[src/rtl/i2s_pkg.sv]
// Shared types and defaults for the I2S receive stream block.
package i2s_pkg;

  localparam int DEFAULT_DATA_WIDTH = 24;
  localparam int DEFAULT_MAX_SLOT   = 32;

  localparam logic MODE_I2S = 1'b0;
  localparam logic MODE_LJ  = 1'b1;

  typedef enum logic [1:0] {
    ST_SYNC  = 2'd0,
    ST_LEFT  = 2'd1,
    ST_RIGHT = 2'd2
  } state_t;

endpackage

[src/rtl/i2s_sync_edge.sv]
// Two-flop synchroniser for one asynchronous input, with registered rise/fall strobes.
module i2s_sync_edge (
  input  logic clk,
  input  logic rst_n,
  input  logic din,
  output logic level,
  output logic rise,
  output logic fall
);

  logic meta_reg;
  logic sync_reg;
  logic prev_reg;

  always_ff @(posedge clk or negedge rst_n) begin
    if (!rst_n) begin
      meta_reg <= 1'b0;
      sync_reg <= 1'b0;
      prev_reg <= 1'b0;
    end else begin
      meta_reg <= din;
      sync_reg <= meta_reg;
      prev_reg <= sync_reg;
    end
  end

  assign level = sync_reg;
  assign rise  = sync_reg & ~prev_reg;
  assign fall  = ~sync_reg & prev_reg;

endmodule

[src/rtl/i2s_rx_stream.sv]
// I2S / left-justified serial receiver delivering MSB-aligned stereo pairs
// through a valid/ready output with overrun and short-word reporting.
module i2s_rx_stream
  import i2s_pkg::*;
#(
  parameter int DATA_WIDTH = DEFAULT_DATA_WIDTH,
  parameter int MAX_SLOT   = DEFAULT_MAX_SLOT
) (
  input  logic                  clk,
  input  logic                  rst_n,
  input  logic                  sck,
  input  logic                  ws,
  input  logic                  sd,
  input  logic                  lj_mode,
  input  logic                  out_ready,
  output logic                  out_valid,
  output logic [DATA_WIDTH-1:0] data_left,
  output logic [DATA_WIDTH-1:0] data_right,
  output logic                  overrun,
  output logic                  short_word
);

  localparam int CNT_W   = $clog2(MAX_SLOT + 1);
  localparam int IDX_SCK = 0;
  localparam int IDX_WS  = 1;
  localparam int IDX_SD  = 2;

  // Assertion is immediate; release is retimed to the next clk edge.
  logic rst_sync_n_reg;
  always_ff @(posedge clk or negedge rst_n) begin
    if (!rst_n) rst_sync_n_reg <= 1'b0;
    else        rst_sync_n_reg <= 1'b1;
  end

  logic [2:0] async_in;
  logic [2:0] sync_lvl;
  logic [2:0] sync_rise;
  logic [2:0] sync_fall;
  assign async_in = {sd, ws, sck};

  for (genvar gi = 0; gi < 3; gi++) begin : g_sync
    i2s_sync_edge u_sync (
      .clk   (clk),
      .rst_n (rst_sync_n_reg),
      .din   (async_in[gi]),
      .level (sync_lvl[gi]),
      .rise  (sync_rise[gi]),
      .fall  (sync_fall[gi])
    );
  end

  logic unused_edges;
  assign unused_edges = ^{sync_lvl[IDX_SCK], sync_rise[IDX_SD:IDX_WS], sync_fall};

  logic sck_rise, ws_s, sd_s;
  assign sck_rise = sync_rise[IDX_SCK];
  assign ws_s     = sync_lvl[IDX_WS];
  assign sd_s     = sync_lvl[IDX_SD];

  state_t                state_reg, state_next;
  logic                  mode_reg;
  logic                  ws_prev_reg;
  logic                  chan_prev_reg;
  logic [DATA_WIDTH-1:0] shift_reg;
  logic [DATA_WIDTH-1:0] left_hold_reg;
  logic [CNT_W-1:0]      bit_cnt_reg;

  logic                  bit_chan, boundary, word_short;
  logic                  close_left, close_right;
  logic [31:0]           cnt_ext;
  logic [DATA_WIDTH-1:0] word_aligned;

  // Philips I2S delays data one bit behind ws; left-justified does not.
  assign bit_chan    = (mode_reg == MODE_LJ) ? ws_s : ws_prev_reg;
  assign boundary    = sck_rise && (bit_chan != chan_prev_reg);
  assign cnt_ext     = 32'(bit_cnt_reg);
  assign word_short  = cnt_ext < DATA_WIDTH;
  assign word_aligned = word_short ? (shift_reg << (DATA_WIDTH - cnt_ext)) : shift_reg;
  assign close_left  = boundary && (state_reg == ST_LEFT);
  assign close_right = boundary && (state_reg == ST_RIGHT);

  always_ff @(posedge clk or negedge rst_sync_n_reg) begin
    if (!rst_sync_n_reg) state_reg <= ST_SYNC;
    else                 state_reg <= state_next;
  end

  always_comb begin
    state_next = state_reg;
    if (boundary) begin
      case (state_reg)
        ST_SYNC:  if (!bit_chan) state_next = ST_LEFT;
        ST_LEFT:  state_next = ST_RIGHT;
        ST_RIGHT: state_next = ST_LEFT;
        default:  state_next = ST_SYNC;
      endcase
    end
  end

  always_ff @(posedge clk or negedge rst_sync_n_reg) begin
    if (!rst_sync_n_reg) begin
      mode_reg      <= MODE_I2S;
      ws_prev_reg   <= 1'b0;
      chan_prev_reg <= 1'b0;
      shift_reg     <= '0;
      left_hold_reg <= '0;
      bit_cnt_reg   <= '0;
      out_valid     <= 1'b0;
      data_left     <= '0;
      data_right    <= '0;
      overrun       <= 1'b0;
      short_word    <= 1'b0;
    end else begin
      overrun    <= 1'b0;
      short_word <= 1'b0;

      // Mode only changes while hunting for sync or at a word boundary.
      if (state_reg == ST_SYNC || boundary) mode_reg <= lj_mode;

      if (sck_rise) begin
        ws_prev_reg   <= ws_s;
        chan_prev_reg <= bit_chan;
        if (boundary && state_next != ST_SYNC) begin
          shift_reg   <= {{(DATA_WIDTH-1){1'b0}}, sd_s};
          bit_cnt_reg <= CNT_W'(1);
        end else if (state_reg != ST_SYNC) begin
          if (word_short)          shift_reg   <= {shift_reg[DATA_WIDTH-2:0], sd_s};
          if (cnt_ext < MAX_SLOT)  bit_cnt_reg <= bit_cnt_reg + CNT_W'(1);
        end
      end

      if ((close_left || close_right) && word_short) short_word <= 1'b1;
      if (close_left) left_hold_reg <= word_aligned;

      if (close_right) begin
        if (!out_valid || out_ready) begin
          data_left  <= left_hold_reg;
          data_right <= word_aligned;
          out_valid  <= 1'b1;
        end else begin
          overrun <= 1'b1;
        end
      end else if (out_valid && out_ready) begin
        out_valid <= 1'b0;
      end
    end
  end

endmodule

[config.mk]
export PLATFORM = sky130hd
export DESIGN_NAME = i2s_rx_stream
export DESIGN_NICKNAME = d
export VERILOG_FILES = /design/src/rtl/i2s_pkg.sv /design/src/rtl/i2s_sync_edge.sv /design/src/rtl/i2s_rx_stream.sv
export SDC_FILE = /design/constraint.sdc
export NUM_CORES = 1
export LEC_CHECK = 0
export BUFFER_PORTS_ARGS = -buffer_cell sky130_fd_sc_hd__clkbuf_2
export CAP_MARGIN = 20
export CORE_MARGIN = 2
export CORE_UTILIZATION = 56
export CTS_BUF_LIST = sky130_fd_sc_hd__clkbuf_4
export DETAILED_ROUTE_END_ITERATION = 10
export HOLD_SLACK_MARGIN = 0.15
export PLACE_DENSITY = 0.91
export SYNTH_ARGS = -nofsm -noshare
export SYNTH_HDL_FRONTEND = slang
export SYNTH_SLANG_ARGS = --single-unit
export TNS_END_PERCENT = 100
[constraint.sdc]
create_clock -name clk -period 3.4 [get_ports clk]
set_input_delay 0.17 -clock clk [delete_from_list [all_inputs] [get_ports clk]]
set_output_delay 0.17 -clock clk [all_outputs]
set_load 0.02 [all_outputs]
After elaboration in Yosys (flattened, before gate mapping)
Index checks and enable logic that the tools add are counted.
W data, S select, Z words.
{"block": "word_totals", "word_cells": 69, "regBits": 118, "inputBits": 7, "out_inout_bits": 51}
{"block": "classes", "n_reduce_logical": 21, "bitwise_logic": 2, "eq_ne": 4, "shifts": 1, "order_cmp": 2, "n_addsub": 2, "muxes": 17}
{"op": "$mux W24", "count": 4}
{"op": "$shl A24 B32 Y24", "count": 1}
{"op": "$mux W6", "count": 3}
{"op": "$reduce_bool A2 Y1", "count": 6}
{"op": "$mux W1", "count": 7}
{"op": "$sub A5 B6 Y7 const A", "count": 1}
{"op": "$add A6 B1 Y6 const B", "count": 1}
{"op": "$logic_and A1 B1 Y1", "count": 6}
{"op": "$lt A6 B5 Y1 const B", "count": 1}
{"op": "$lt A6 B6 Y1 const B", "count": 1}
{"op": "$pmux W2 S3", "count": 1}
{"op": "$reduce_and A3 Y1", "count": 2}
{"op": "$mux W2", "count": 2}
{"op": "$reduce_and A2 Y1", "count": 2}
{"op": "$logic_or A1 B1 Y1", "count": 3}
{"op": "$eq A2 B1 Y1 const B", "count": 1}
{"op": "$eq A2 B2 Y1 const B", "count": 1}
{"op": "$logic_not A2 Y1", "count": 1}
{"op": "$ne A2 B1 Y1 const B", "count": 1}
{"op": "$and A1 B1 Y1", "count": 1}
{"op": "$logic_not A1 Y1", "count": 1}
{"op": "$ne A1 B1 Y1", "count": 1}
{"op": "$not A1 Y1", "count": 1}

Longest topological paths before layout
{"block": "depth", "word_depth": 8, "ltp_mapped": 13}

By module
A second synthesis with hierarchy kept.
{"block": "hier_totals", "hier_cells": 507, "area_unflattened_um2": 6103.4}
{"module": "i2s_rx_stream", "cells_per_inst": 492, "instances": 1, "area_per_inst_um2": 5833.1}
{"module": "i2s_sync_edge", "cells_per_inst": 5, "instances": 3, "area_per_inst_um2": 90.1}

Worst setup path before layout
OpenSTA, ideal clock, no wires.
{"block": "synth_path", "path_type": "register to register", "start": "register bit_cnt_reg[0]", "end": "register left_hold_reg[20]", "path_stages_with_launch": 13, "required_ps": 3275, "setup_ps": 125, "period_less_slack_ps": 2922, "t_arrival_ps": 2797, "setup_slack_ps": 478, "path_cell_list": "dfrtp_1 > buf_2 > inv_2 > buf_1 > ha_1 > buf_4 > buf_4 > mux2i_1 > nor2_1 > o31a_1 > a221oi_2 > a21oi_1 > mux2_2"}
{"block": "synth_between", "elab_chain_len": 3}
{"item": "start: declaration", "line": "i2s_rx_stream.sv:66", "rtl": "logic [CNT_W-1:0] bit_cnt_reg;"}
{"item": "start signal: assignment", "line": "i2s_rx_stream.sv:127", "rtl": "if (cnt_ext < MAX_SLOT) bit_cnt_reg <= bit_cnt_reg + CNT_W'(1);"}
{"item": "$sub A5 B6 Y7", "line": "i2s_rx_stream.sv:78", "rtl": "assign word_aligned = word_short ? (shift_reg << (DATA_WIDTH - cnt_ext)) : shift_reg;"}
{"item": "$shl A24 B32 Y24", "line": "i2s_rx_stream.sv:78"}
{"item": "$mux W24 *", "line": "i2s_rx_stream.sv:78"}
{"item": "end signal: assignment", "line": "i2s_rx_stream.sv:132", "rtl": "if (close_left) left_hold_reg <= word_aligned;"}
{"item": "end: declaration", "line": "i2s_rx_stream.sv:65", "rtl": "logic [DATA_WIDTH-1:0] left_hold_reg;"}
Mark *: on every way between the ends. The rest lies on a longest branch, timed or not.
A chain may end at the register's enable or synchronous reset.

Worst setup path after layout
{"block": "layout_path", "start": "register bit_cnt_reg[1]", "end": "register data_right[20]"}
{"block": "layout_between", "elab_chain_len": 3}
{"item": "$sub A5 B6 Y7", "line": "i2s_rx_stream.sv:78"}
{"item": "$shl A24 B32 Y24", "line": "i2s_rx_stream.sv:78"}
{"item": "$mux W24 *", "line": "i2s_rx_stream.sv:78"}
{"item": "end signal: assignment", "line": "i2s_rx_stream.sv:137", "rtl": "data_right <= word_aligned;"}
{"item": "end: declaration", "line": "i2s_rx_stream.sv:18", "rtl": "output logic [DATA_WIDTH-1:0] data_right,"}
Marks and branches as above.

==> flow_summary.ini <==
[final_layout]
syn2layout_area_growth_pct = 12.4
num-nets-final = 682
final_cell_count_no_fill = 822
nFillCells = 819
fin_util_pct = 65.1
antenna_cells = 0
multi_input_area_um2 = 2850
regArea_um2 = 2960
drive_above_1_share_pct = 22.3

[power]
combPwrFrac_pct = 44.9
leakage_nw = 3.26
switching_share_pct = 44.3
totalPowerFinal_w = 0.00527
p_int_w = 0.00294
ir_drop_mv = 0.900
pwr-share-seq_pct = 35.5
p_sw_w = 0.00234
power.density_nw_per_um2 = 777
clockPowerShare_pct = 19.6

[yosys]
synth_cells = 611
yosys-top-cells-count = nand2_1, dfrtp_1, o21ai_0
ys_types = 61
synth_top_area_share_pct = 48.9
ys_async_sr_fraction_pct = 100
syn_area_per_cell_um2 = 9.88
seq_area_frac_synth_pct = 48.9
yosys.area.top_type = dfrtp_1
yosys_warnings = 0
synth_nets = 620
yosysMostFrequentCell = nand2_1
synth_seq_cells = 118
ys_dominant_reg_cell = dfrtp_1
synth_area_leaders = dfrtp_1, nand2_1, mux2i_1
syn_area_um2 = 6030
synth-edff-count = 0

[critical_path]
cp.arrival_ns = 3.51
rr_endpoint = data_right[20]$_DFFE_PN0P_
reg2reg_from = bit_cnt_reg[1]$_DFFE_PN0P_
rrSetupSlack_ns = 0.37
r2r_cells = 8
crit_slowest_cell = a211oi_2
crit_cells = 8
crit_buf_inv = 1
required_ns = 3.89
critPathMaxStageDelay_ns = 0.63
cp_cell_sequence = inv_1, ha_1, nand2b_1, a211oi_2, a22oi_1, a32o_1, a21oi_1, mux2_2
path_class = flop to flop
crit_start = bit_cnt_reg[1]$_DFFE_PN0P_
worstSetupStartpointType = flop
crit_fanout = 9
endpoint_kind = flop
cp_top_family = compound AO/OA/AOI/OAI gates

[die]
io-pin-count = 58
die-area_um2 = 11600
fp.coreArea_um2 = 10400
fp-row-count = 37
die_h_um = 108
initial_core_util_pct = 57.9
dieWidth_um = 108

[global_routing]
gr-total-overflow = 0
grt_util_all_layers_pct = 30.0
grt_max_degree = 75
grt_pass1_wl_mm = 26.5
antenna_found_initial = 0
grt_pass1_vias = 4931

[sta]
period_needed_ns = 3.03
relSlewSlack_pct = 36.6
fmax_mhz = 330
whs_ns = 0.270
fin_setup_tns_ns = 0
rsz0062_at_grt = no
worstMarginPinSlew_ns = 0.951
final-hold-violation-count = 0
fin_crit_sh_pct = 89.0
setup_violations = 0
clock_skew_ns = 0.0202
slew_violations = 0

[placed_design]
dp_cells = 783
io_buffers = 57
dp_hpwl_mm = 11.8
gp_congestion = 0.980

[flow_run]
max_cap_viol_count = 0

[clocking]
ctsResizeCount = 0
clk_latency_ns = 0.54
htreeDepth = 4
numCtsBuffers = 17
tritoncts = yes
cts.sink_count = 118
clockRootBuffer = clkbuf_4
clockBufferDepth = 2
cts.clk_slew.worst_paths_ns = 0.12

[drt]
first_pass_iters = 5
via_per_inst = 6.10
vias = 5017
routed_wirelength_mm = 16.2
wl_per_cell_um = 19.7
drc = 0
first_iter_violations = 530
detail-route-antenna-nets = 0

[min_path]
hp-class = input pin to flop
hold_start = sd
whs_path_depth = 2
min_to = g_sync[2].u_sync.meta_reg$_DFF_PN0_

[status]
status = finished clean
power by group through the flow:
stage          Clock [W]  Combinational [W]  Sequential (W)
6_report         0.00104            0.00237         0.00187
5_1_grt          0.00111            0.00257         0.00191
4_1_cts          0.00105            0.00233         0.00187
3_5_place_dp           0            0.00232         0.00190
3_3_place_gp           0            0.00232         0.00188
2_1_floorplan          0            0.00171         0.00191
area by class of cell:
type	instances	area share, %
clock buffers	18	1.99
clock inverters	14	2.25
inverters	7	0.387
multi-input cells	447	42.1
flip-flops and latches	118	43.6
well taps	136	2.51
repair buffers	82	7.23
worst reg2reg max path, delay by kind of cell (launching register included):
kind                     cells  cell delay (ns)
flip-flops                   1             0.47
buffers and inverters        1             0.11
AO/OA/AOI/OAI                4             1.49
multiplexers                 1             0.22
AND/OR/NAND/NOR              1             0.31
adder cells (fa/ha/maj)      1             0.39
what timing repair did:
item                                   4_1_cts  5_1_grt
buffers inserted                             0        0
endpoints found under the hold margin        7        0
hold buffers                                 7        0
routing by layer:
metal	share of wire [%]	track usage (%)	vias to the layer above	wire [um]
li1	-	-	2300	-
met1	45	42.2	2422	7230
met2	46	46.5	259	7470
met5	0	0	-	0
met4	2.1	10.6	0	340
met3	6.9	5.81	36	1120
worst max path at each step:
| stage | to |
|---|---|
| finish | data_right[20]$_DFFE_PN0P_ |
| CTS | data_right[20]$_DFFE_PN0P_ |
| detailed placement | data_right[20]$_DFFE_PN0P_ |
| floorplan | left_hold_reg[20]$_DFFE_PN0P_ |
| global route | data_right[20]$_DFFE_PN0P_ |
| global placement | left_hold_reg[20]$_DFFE_PN0P_ |
per-stage QoR:
| stage | setup slack (ns) | cell area, um2 |
|---|---|---|
| 6_report | 0.374 | 6790 |
| 5_1_grt | 0.205 | 6790 |
| 4_1_cts | 0.419 | 6790 |
| 3_5_place_dp | 0.442 | 6430 |
| 3_3_place_gp | 0.476 | 6430 |
| 2_1_floorplan | 0.478 | 6040 |
cells in the final DEF (no fill, tap or decap), types with 6 or more instances in the layout:
| cell type | synthesis | routed |
|---|---|---|
| nor2_1 | 24 | 24 |
| a21oi_1 | 11 | 11 |
| o21ai_0 | 43 | 43 |
| nand3_1 | 12 | 12 |
| nand2_1 | 157 | 157 |
| nand2b_1 | 8 | 8 |
| dlygate4sd3_1 | 0 | 7 |
| a22oi_1 | 6 | 6 |
| a22o_1 | 27 | 27 |
| inv_1 | 6 | 6 |
| nor3_1 | 11 | 11 |
| clkbuf_4 | 0 | 18 |
| mux2_2 | 22 | 22 |
| clkbuf_2 | 0 | 57 |
| mux2i_1 | 31 | 31 |
| dfrtp_1 | 118 | 117 |
| a32oi_1 | 8 | 8 |
| buf_4 | 7 | 18 |
kinds of logic after synthesis:
group / share of synthesized area, %
AO/OA/AOI/OAI: 17.4
XOR/XNOR: 2.20
adder cells (fa/ha/maj): 0.415
buffers and inverters: 3.77
flip-flops: 48.9
multiplexers: 10.6
other: 0.0621
AND/OR/NAND/NOR: 16.6
No activity file was read; power rests on OpenSTA's default activity.
